`src/rtl/ident_match_pkg.sv`:
```
// ident_match_pkg
// Shared definitions for the identity-match watch block:
//   - state_t : controller state encoding (IDLE / ARMED / TRIGGERED)
//   - DEF_THRESH, DEF_CNT_W : default trigger threshold and hit counter width
package ident_match_pkg;

  typedef enum logic [1:0] {
    S_IDLE  = 2'd0,
    S_ARMED = 2'd1,
    S_TRIG  = 2'd2
  } state_t;

  localparam int DEF_THRESH = 1;
  localparam int DEF_CNT_W  = 4;

endpackage

```
`src/rtl/ident_cmp8.sv`:
```
// ident_cmp8
// Combinational masked 8-bit identity compare.
// Ports:
//   a, b  : bytes being compared
//   mask  : 1 = bit participates, 0 = don't-care
//   eq    : 1 when every participating bit of a equals b (always 1 when mask is 0)
module ident_cmp8 (
  input  logic [7:0] a,
  input  logic [7:0] b,
  input  logic [7:0] mask,
  output logic       eq
);

  assign eq = (((a ^ b) & mask) == 8'h00);

endmodule

```
`src/rtl/ident_match_ctrl.sv`:
```
// ident_match_ctrl
// Holds a loadable reference byte, compares strobed bus bytes against it under
// a mask, registers an active-low match flag, counts hits while armed and
// raises a held IRQ once the hit count reaches the threshold.
// Ports:
//   sysclk, sys_rst : clock (rising edge) and asynchronous active-high reset
//   DIN_7_0, LOAD   : reference value and its load pulse
//   ARM             : IDLE -> ARMED pulse
//   BUS_7_0, MASK_7_0, STROBE : byte under test, compare mask, byte valid
//   ACK             : interrupt acknowledge
//   MATCH_n         : registered match, active low
//   IRQ             : interrupt request, held until ACK
//   HITS            : current hit count
//   STATE_1_0       : 0 IDLE, 1 ARMED, 2 TRIGGERED
//   REF_7_0         : reference register readback
module ident_match_ctrl
  import ident_match_pkg::*;
#(
  parameter int THRESH     = DEF_THRESH,
  parameter int CNT_W      = DEF_CNT_W,
  parameter int CONSEC     = 0,
  parameter int AUTO_REARM = 1
) (
  input  logic             sysclk,
  input  logic             sys_rst,
  input  logic [7:0]       DIN_7_0,
  input  logic             LOAD,
  input  logic             ARM,
  input  logic [7:0]       BUS_7_0,
  input  logic [7:0]       MASK_7_0,
  input  logic             STROBE,
  input  logic             ACK,
  output logic             MATCH_n,
  output logic             IRQ,
  output logic [CNT_W-1:0] HITS,
  output logic [1:0]       STATE_1_0,
  output logic [7:0]       REF_7_0
);

  // A threshold of 0 would trigger without any hit; treat it as 1.
  localparam int               EFF_THRESH = (THRESH < 1) ? 1 : THRESH;
  localparam logic [CNT_W:0]   THRESH_W   = EFF_THRESH[CNT_W:0];
  localparam logic [CNT_W-1:0] HITS_MAX   = '1;

  state_t           state_reg, state_next;
  logic [7:0]       ref_reg, ref_next;
  logic [CNT_W-1:0] hits_reg, hits_next;
  logic [CNT_W-1:0] hits_inc;
  logic             irq_reg, irq_next;
  logic             match_n_reg, match_n_next;
  logic             eq;

  // Compare always uses the currently held reference, so a same-cycle LOAD
  // only affects strobes from the following cycle on.
  ident_cmp8 u_cmp (
    .a    (BUS_7_0),
    .b    (ref_reg),
    .mask (MASK_7_0),
    .eq   (eq)
  );

  always_ff @(posedge sysclk or posedge sys_rst) begin
    if (sys_rst) begin
      state_reg   <= S_IDLE;
      ref_reg     <= 8'h00;
      hits_reg    <= '0;
      irq_reg     <= 1'b0;
      match_n_reg <= 1'b1;
    end else begin
      state_reg   <= state_next;
      ref_reg     <= ref_next;
      hits_reg    <= hits_next;
      irq_reg     <= irq_next;
      match_n_reg <= match_n_next;
    end
  end

  // Saturating increment so the counter never wraps back below threshold.
  assign hits_inc = (hits_reg == HITS_MAX) ? hits_reg : hits_reg + CNT_W'(1);

  always_comb begin
    state_next   = state_reg;
    ref_next     = ref_reg;
    hits_next    = hits_reg;
    irq_next     = irq_reg;
    // Match flag is independent of the controller state.
    match_n_next = ~(STROBE & eq);

    if (LOAD) begin
      // Loading a new reference restarts the watch from scratch and
      // overrides ARM, ACK and counting in the same cycle.
      ref_next   = DIN_7_0;
      hits_next  = '0;
      irq_next   = 1'b0;
      state_next = S_IDLE;
    end else begin
      case (state_reg)
        S_IDLE: begin
          if (ARM) begin
            state_next = S_ARMED;
          end
        end
        S_ARMED: begin
          // ACK is not looked at here, so a triggering strobe still wins.
          if (STROBE) begin
            if (eq) begin
              hits_next = hits_inc;
              if ({1'b0, hits_inc} >= THRESH_W) begin
                state_next = S_TRIG;
                irq_next   = 1'b1;
              end
            end else if (CONSEC != 0) begin
              hits_next = '0;
            end
          end
        end
        S_TRIG: begin
          if (ACK) begin
            irq_next   = 1'b0;
            hits_next  = '0;
            state_next = (AUTO_REARM != 0) ? S_ARMED : S_IDLE;
          end
        end
        default: begin
          // Unused encoding: fall back to a clean idle state.
          state_next = S_IDLE;
          hits_next  = '0;
          irq_next   = 1'b0;
        end
      endcase
    end
  end

  assign MATCH_n   = match_n_reg;
  assign IRQ       = irq_reg;
  assign HITS      = hits_reg;
  assign STATE_1_0 = state_reg;
  assign REF_7_0   = ref_reg;

endmodule
```
`config.mk`:
```
export PLATFORM = sky130hd
export DESIGN_NAME = ident_match_ctrl
export DESIGN_NICKNAME = d
export VERILOG_FILES = /design/src/rtl/ident_match_pkg.sv /design/src/rtl/ident_cmp8.sv /design/src/rtl/ident_match_ctrl.sv
export SDC_FILE = /design/constraint.sdc
export NUM_CORES = 1
export LEC_CHECK = 0
export ABC_AREA = 1
export CAP_MARGIN = 20
export CORE_ASPECT_RATIO = 1.4
export CORE_UTILIZATION = 42
export CTS_BUF_LIST = sky130_fd_sc_hd__clkbuf_2 sky130_fd_sc_hd__clkbuf_4 sky130_fd_sc_hd__clkbuf_8
export CTS_CLUSTER_DIAMETER = 40
export DETAILED_ROUTE_END_ITERATION = 10
export GPL_ROUTABILITY_DRIVEN = 1
export HOLD_SLACK_MARGIN = 0.02
export PLACE_DENSITY = 0.93
export SYNTH_ARGS = -nofsm -noshare
export SYNTH_HDL_FRONTEND = slang
export SYNTH_SLANG_ARGS = --single-unit
```
`constraint.sdc`:
```
create_clock -name sysclk -period 1.9 [get_ports sysclk]
set_input_delay 0.19 -clock sysclk [delete_from_list [all_inputs] [get_ports sysclk]]
set_output_delay 0.19 -clock sysclk [all_outputs]
set_load 0.05 [all_outputs]
```
* After elaboration in Yosys (flattened, before gate mapping)
Index checks and enable logic that the tools add are counted.
Cells by class: add/subtract/negate cells 1, $lt $le $gt $ge 1, eq/ne operators 9, mux-type cells 19, bitwise logic cells 4, reductions and logical operators 5
Operators with widths (count):
- $mux W4 | 5
- $ne A3 B3 Y1 const B | 5
- $mux W2 | 6
- $pmux W4 S3 | 1
- $reduce_and A5 Y1 | 2
- $and A8 B8 Y8 | 1
- $logic_not A8 Y1 | 1
- $xor A8 B8 Y8 | 1
- $pmux W2 S3 | 1
- $mux W1 | 5
- $add A4 B1 Y4 const B | 1
- $eq A4 B4 Y1 const B | 1
- $ge A4 B1 Y1 const B | 1
- $reduce_and A4 Y1 | 1
- $pmux W1 S3 | 1
- $eq A2 B1 Y1 const B | 1
- $eq A2 B2 Y1 const B | 1
- $logic_not A2 Y1 | 1
- $ne A2 B2 Y1 const B | 1
- $and A1 B1 Y1 | 1
- $not A1 Y1 | 1
Storage, ports and cells: flip-flop bits (word level) 16, word-level logic and storage cells 44

* Longest topological paths before layout
Gate-level depths: netlist of run 1.
word-level depth 8, mapped depth 10

* Cells and area by module
A second synthesis of run 1 with hierarchy kept.
Unflattened totals: cell total of the unflattened synthesis 130, area, all modules 993.5 sq um
By module, submodules not included:
- ident_match_ctrl | instances 1, cells an instance 88, area an instance 830.8 sq um
- ident_cmp8 | instances 1, cells an instance 42, area an instance 162.7 sq um

* Worst setup path after synthesis of run 1
Ideal clock, no wire load.
path type reg-to-reg, start point register hits_reg[0] (netlist: HITS[0]), end point register irq_reg (netlist: IRQ), arrival time 1.659 ns, data required time 1.781 ns, path slack 0.122 ns, cell stages (with the launch flop) 9, buffers on the path 0, period minus slack after synthesis 1.778 ns, path through dfrtp_1 -> ha_1 -> nand3_1 -> nand3_1 -> nor2_2 -> a21oi_2 -> nand3_1 -> nand2_1 -> nand2_1
On the way: longest elaborated chain between the ends 5, elaborated cells on any way between the ends 6
Ends and longest elaborated chain:
- from (decl) | line ident_match_ctrl.sv:47 | logic [CNT_W-1:0] hits_reg, hits_next;
- from (signal assigned) | line ident_match_ctrl.sv:72 | hits_reg <= hits_next;
- $add A4 B1 Y4 / $eq A4 B4 Y1 (equally long branches) | line ident_match_ctrl.sv:79 | assign hits_inc = (hits_reg == HITS_MAX) ? hits_reg : hits_reg + CNT_W'(1);
- $mux W4 (*) | line ident_match_ctrl.sv:79
- $ge A4 B1 Y1 (*) | line ident_match_ctrl.sv:108 | if ({1'b0, hits_inc} >= THRESH_W) begin
- $ne A3 B3 Y1 (no source line) (*)
- $reduce_and A5 Y1 (no source line) (*)
- to (signal assigned) | line ident_match_ctrl.sv:73 | irq_reg <= irq_next;
- to (decl) | line ident_match_ctrl.sv:49 | logic irq_reg, irq_next;
Every way passes the cells marked *; elsewhere a longest branch is shown, timed or not. A chain may end at the register's enable or synchronous reset.

* Worst setup path in the final report of run 1
start point register hits_reg[0] (netlist: HITS[0]), end point output port HITS[0]
RTL lines:
- to (decl) | line ident_match_ctrl.sv:35 | output logic [CNT_W-1:0] HITS,
No word-level cell between the ends.

==> reports/qor.csv, run 1 <==
stage;metric;value;unit
global_routing;GRT Util Overall;0.207;
pwr;sequential power share;0.337;
worst_setup_path;Req. time, crit path;1710;ps
clocking;hold-fix buffers at CTS;0;
cells_and_area;flip-flop and latch area;402;um^2
pwr;Pint;769;uW
pwr;leakage;0.722;nW
global_routing;largest net degree at the start of global routing;17;
sta;Layout Skew;2.31;ps
global_routing;first-pass GRT wire length;4060;um
min_path;Hold Path Class;input pin to async pin;
clocking;clk sinks;16;
placed_design;Placed Area;0.00146;mm^2
worst_setup_path;CP Data Arrival Time;1610;ps
clocking;H-tree depth;1;
sta;fin. max-slew vios;0;
synth;Cells after Synth;142;
clocking;Clk Latency, worst-skew pair;270;ps
placed_design;DP HPWL;2040;um
clocking;CTS tree;built;
clocking;post-CTS setup buffer count;0;
drt;via/cell ratio;5.00;
clocking;root buffer cell;clkbuf_4;
cells_and_area;area of the multi-input gates;490;um^2
sta;slew at the pin closest to its max-slew limit;595;ps
worst_setup_path;Buf/Inv on CP;1;
cells_and_area;Nets;223;
sta;Hold Vio Cnt, Final;0;
worst_setup_path;largest fanout on the critical path;7;
placed_design;IO Port Bufs;45;
clocking;post-CTS sizing;0;
worst_setup_path;crit path max-delay cell type;clkdlybuf4s50_1;
clocking;TritonCTS buffer count;3;
sta;setup ws final;101;ps
sta;headroom to the max-slew limit;0.603;
sta;unrepaired setup endpoints after global routing;no;
sta;clock period minus final worst setup slack;1800;ps
synth;syn_nets;173;
placed_design;Placement Setup Slack;232;ps
pwr;Cell Pwr Density;921;mW/mm^2
clocking;CTS Buffer Depth;2;
pwr;Worst VDD drop;0.836;mV
cells_and_area;layout cells sized above 1;0.115;
sta;period utilisation layout;0.947;
sta;Sum Neg Setup Slack;0;ps
cells_and_area;antenna cells;0;
placed_design;routability cong.;0.758;
flow_run;Max-Cap Viols;0;
floorplanning;Rows;20;
pwr;Final Power;1.38;mW
synth;Yosys reg bits;16;
floorplanning;Initial Util;0.448;
global_routing;vias in the first global route;1029;
cells_and_area;Post-Layout Inst Area;0.00150;mm^2
pwr;sw frac;0.443;
pwr;NetSw;612;uW
cells_and_area;fill count;196;
synth;Seq/Total Area, Yosys;0.407;
clocking;Worst-path clk slew;90;ps
floorplanning;Die H;59.3;um
sta;final setup vio count;0;
floorplanning;IO Count;46;
floorplanning;Core Area;0.00220;mm^2
drt;Routed Antenna Nets;0;
pwr;Clk network pwr share;0.155;
global_routing;initial antenna violation count;0;
cells_and_area;P&R area growth vs syn;52.2;%
worst_setup_path;Startpoint Class;register;
synth;Yosys cell types;20;
cells_and_area;most common cell after layout, fill and taps aside;nand2_1;
worst_setup_path;slowest stage delay, CP;850;ps
drt;total wire length;2450;um
worst_setup_path;Critical Path End Type;output pin;
synth;Synthesis Warnings;0;
floorplanning;Die Span X;43.0;um
drt;via count;1066;
cells_and_area;most frequent cells in the layout;54 x nand2_1, 45 x clkdlybuf4s50_1, 20 x inv_1;
global_routing;grt total ovfl;0;
sta;FMAX;0.556;GHz
drt;initial drt markers;25;
worst_setup_path;CP delay by family, top;buffers and inverters;
worst_setup_path;worst-path cell chain;clkdlybuf4s50_1;
pwr;combinational share of power;0.507;
drt;DRC violations left;0;
drt;TritonRoute pass-1 iters;4;
floorplanning;Die ar.;0.00255;mm^2
outcome;outcome;finished, final reports clean;
cells_and_area;fin util;0.681;
worst_setup_path;type of the worst setup path;register to output pin;
synth;syn_area_per_cell;6.94;um^2
drt;Avg WL per Cell;11.5;um
synth;Mapped Area;986;um^2
## power by group through the flow
stage          Combinational [mW]  Clock (mW)  Sequential [mW]
2_1_floorplan               0.275           0            0.656
3_3_place_gp                0.685           0            0.465
3_5_place_dp                0.705           0            0.470
4_1_cts                     0.707       0.219            0.466
5_1_grt                     0.758       0.233            0.475
6_report                    0.701       0.215            0.466
## path summary, 6_finish.rpt
kind / from / cells after the start / slack (ps) / endpoint
min in group sysclk: DIN_7_0[0] / 3 / 470 / REF_7_0[0]
hold / removal: sys_rst / 2 / 270 / REF_7_0[0]
setup / recovery: HITS[0] / 1 / 100 / HITS[0]
max in group asynchronous: sys_rst / 2 / 1240 / REF_7_0[3]
hold reg to reg: IRQ / 2 / 480 / IRQ
setup reg to reg: HITS[0] / 9 / 260 / IRQ
## layer usage
metal  track usage  part of all wire  vias to the layer above  wire [um]
met5             0                 0                        -          0
met1         0.232              0.39                      493        948
li1              -                 -                      540          -
met2         0.411              0.55                       31       1350
met4        0.0390            0.0053                        0         13
met3        0.0244             0.057                        2        139
## registers in the layout (all words and copies together), names as in the netlist
name,cells
IRQ,1
HITS,4
MATCH_n,1
REF_7_0,8
STATE_1_0,2
## cells in the mapped netlist, drive strengths merged
master  count  area share
buf         1       0.011
a21oi       2       0.014
nand3      14       0.071
nor2        8       0.051
inv        21       0.080
o21ai      12       0.061
nand2      61        0.25
o31ai       1       0.013
nand4       3       0.019
dfrtp      15        0.38
or2         1      0.0063
dfstp       1       0.027
clkbuf      1      0.0038
ha          1       0.013
## metrics by stage
| step | hold WS (ps) | std cells |
|---|---|---|
| after floorplan | 103 | 142 |
| after global placement | 461 | 209 |
| after detailed placement | 466 | 209 |
| after CTS | 295 | 213 |
| after global routing | 344 | 213 |
| final | 273 | 213 |
## cell families after synthesis
logic type | share of synthesized area
flip-flops | 0.407
AO/OA/AOI/OAI | 0.0876
buffers and inverters | 0.0952
adder cells (fa/ha/maj) | 0.0127
AND/OR/NAND/NOR | 0.397
## cell type report
cell class                 instances  area share
multi-input combinational        103       0.327
clock buffer                       4      0.0242
inverter                          21      0.0525
tap                               22      0.0183
sequential                        16       0.268
timing repair buffer              47       0.310
Note: power is estimated with default switching activity, not from simulation.
==> run 2: changes to the inputs <==
TNS_END_PERCENT = 50   (was not set)
==> results of run 2 <==
Same layout as run 1: the final DEF is identical, and so are final timing and power.
==> run 3: changes to the inputs <==
SLEW_MARGIN = 10   (was not set)
==> results of run 3 <==
Same layout as run 1: the final DEF is identical, and so are final timing and power.
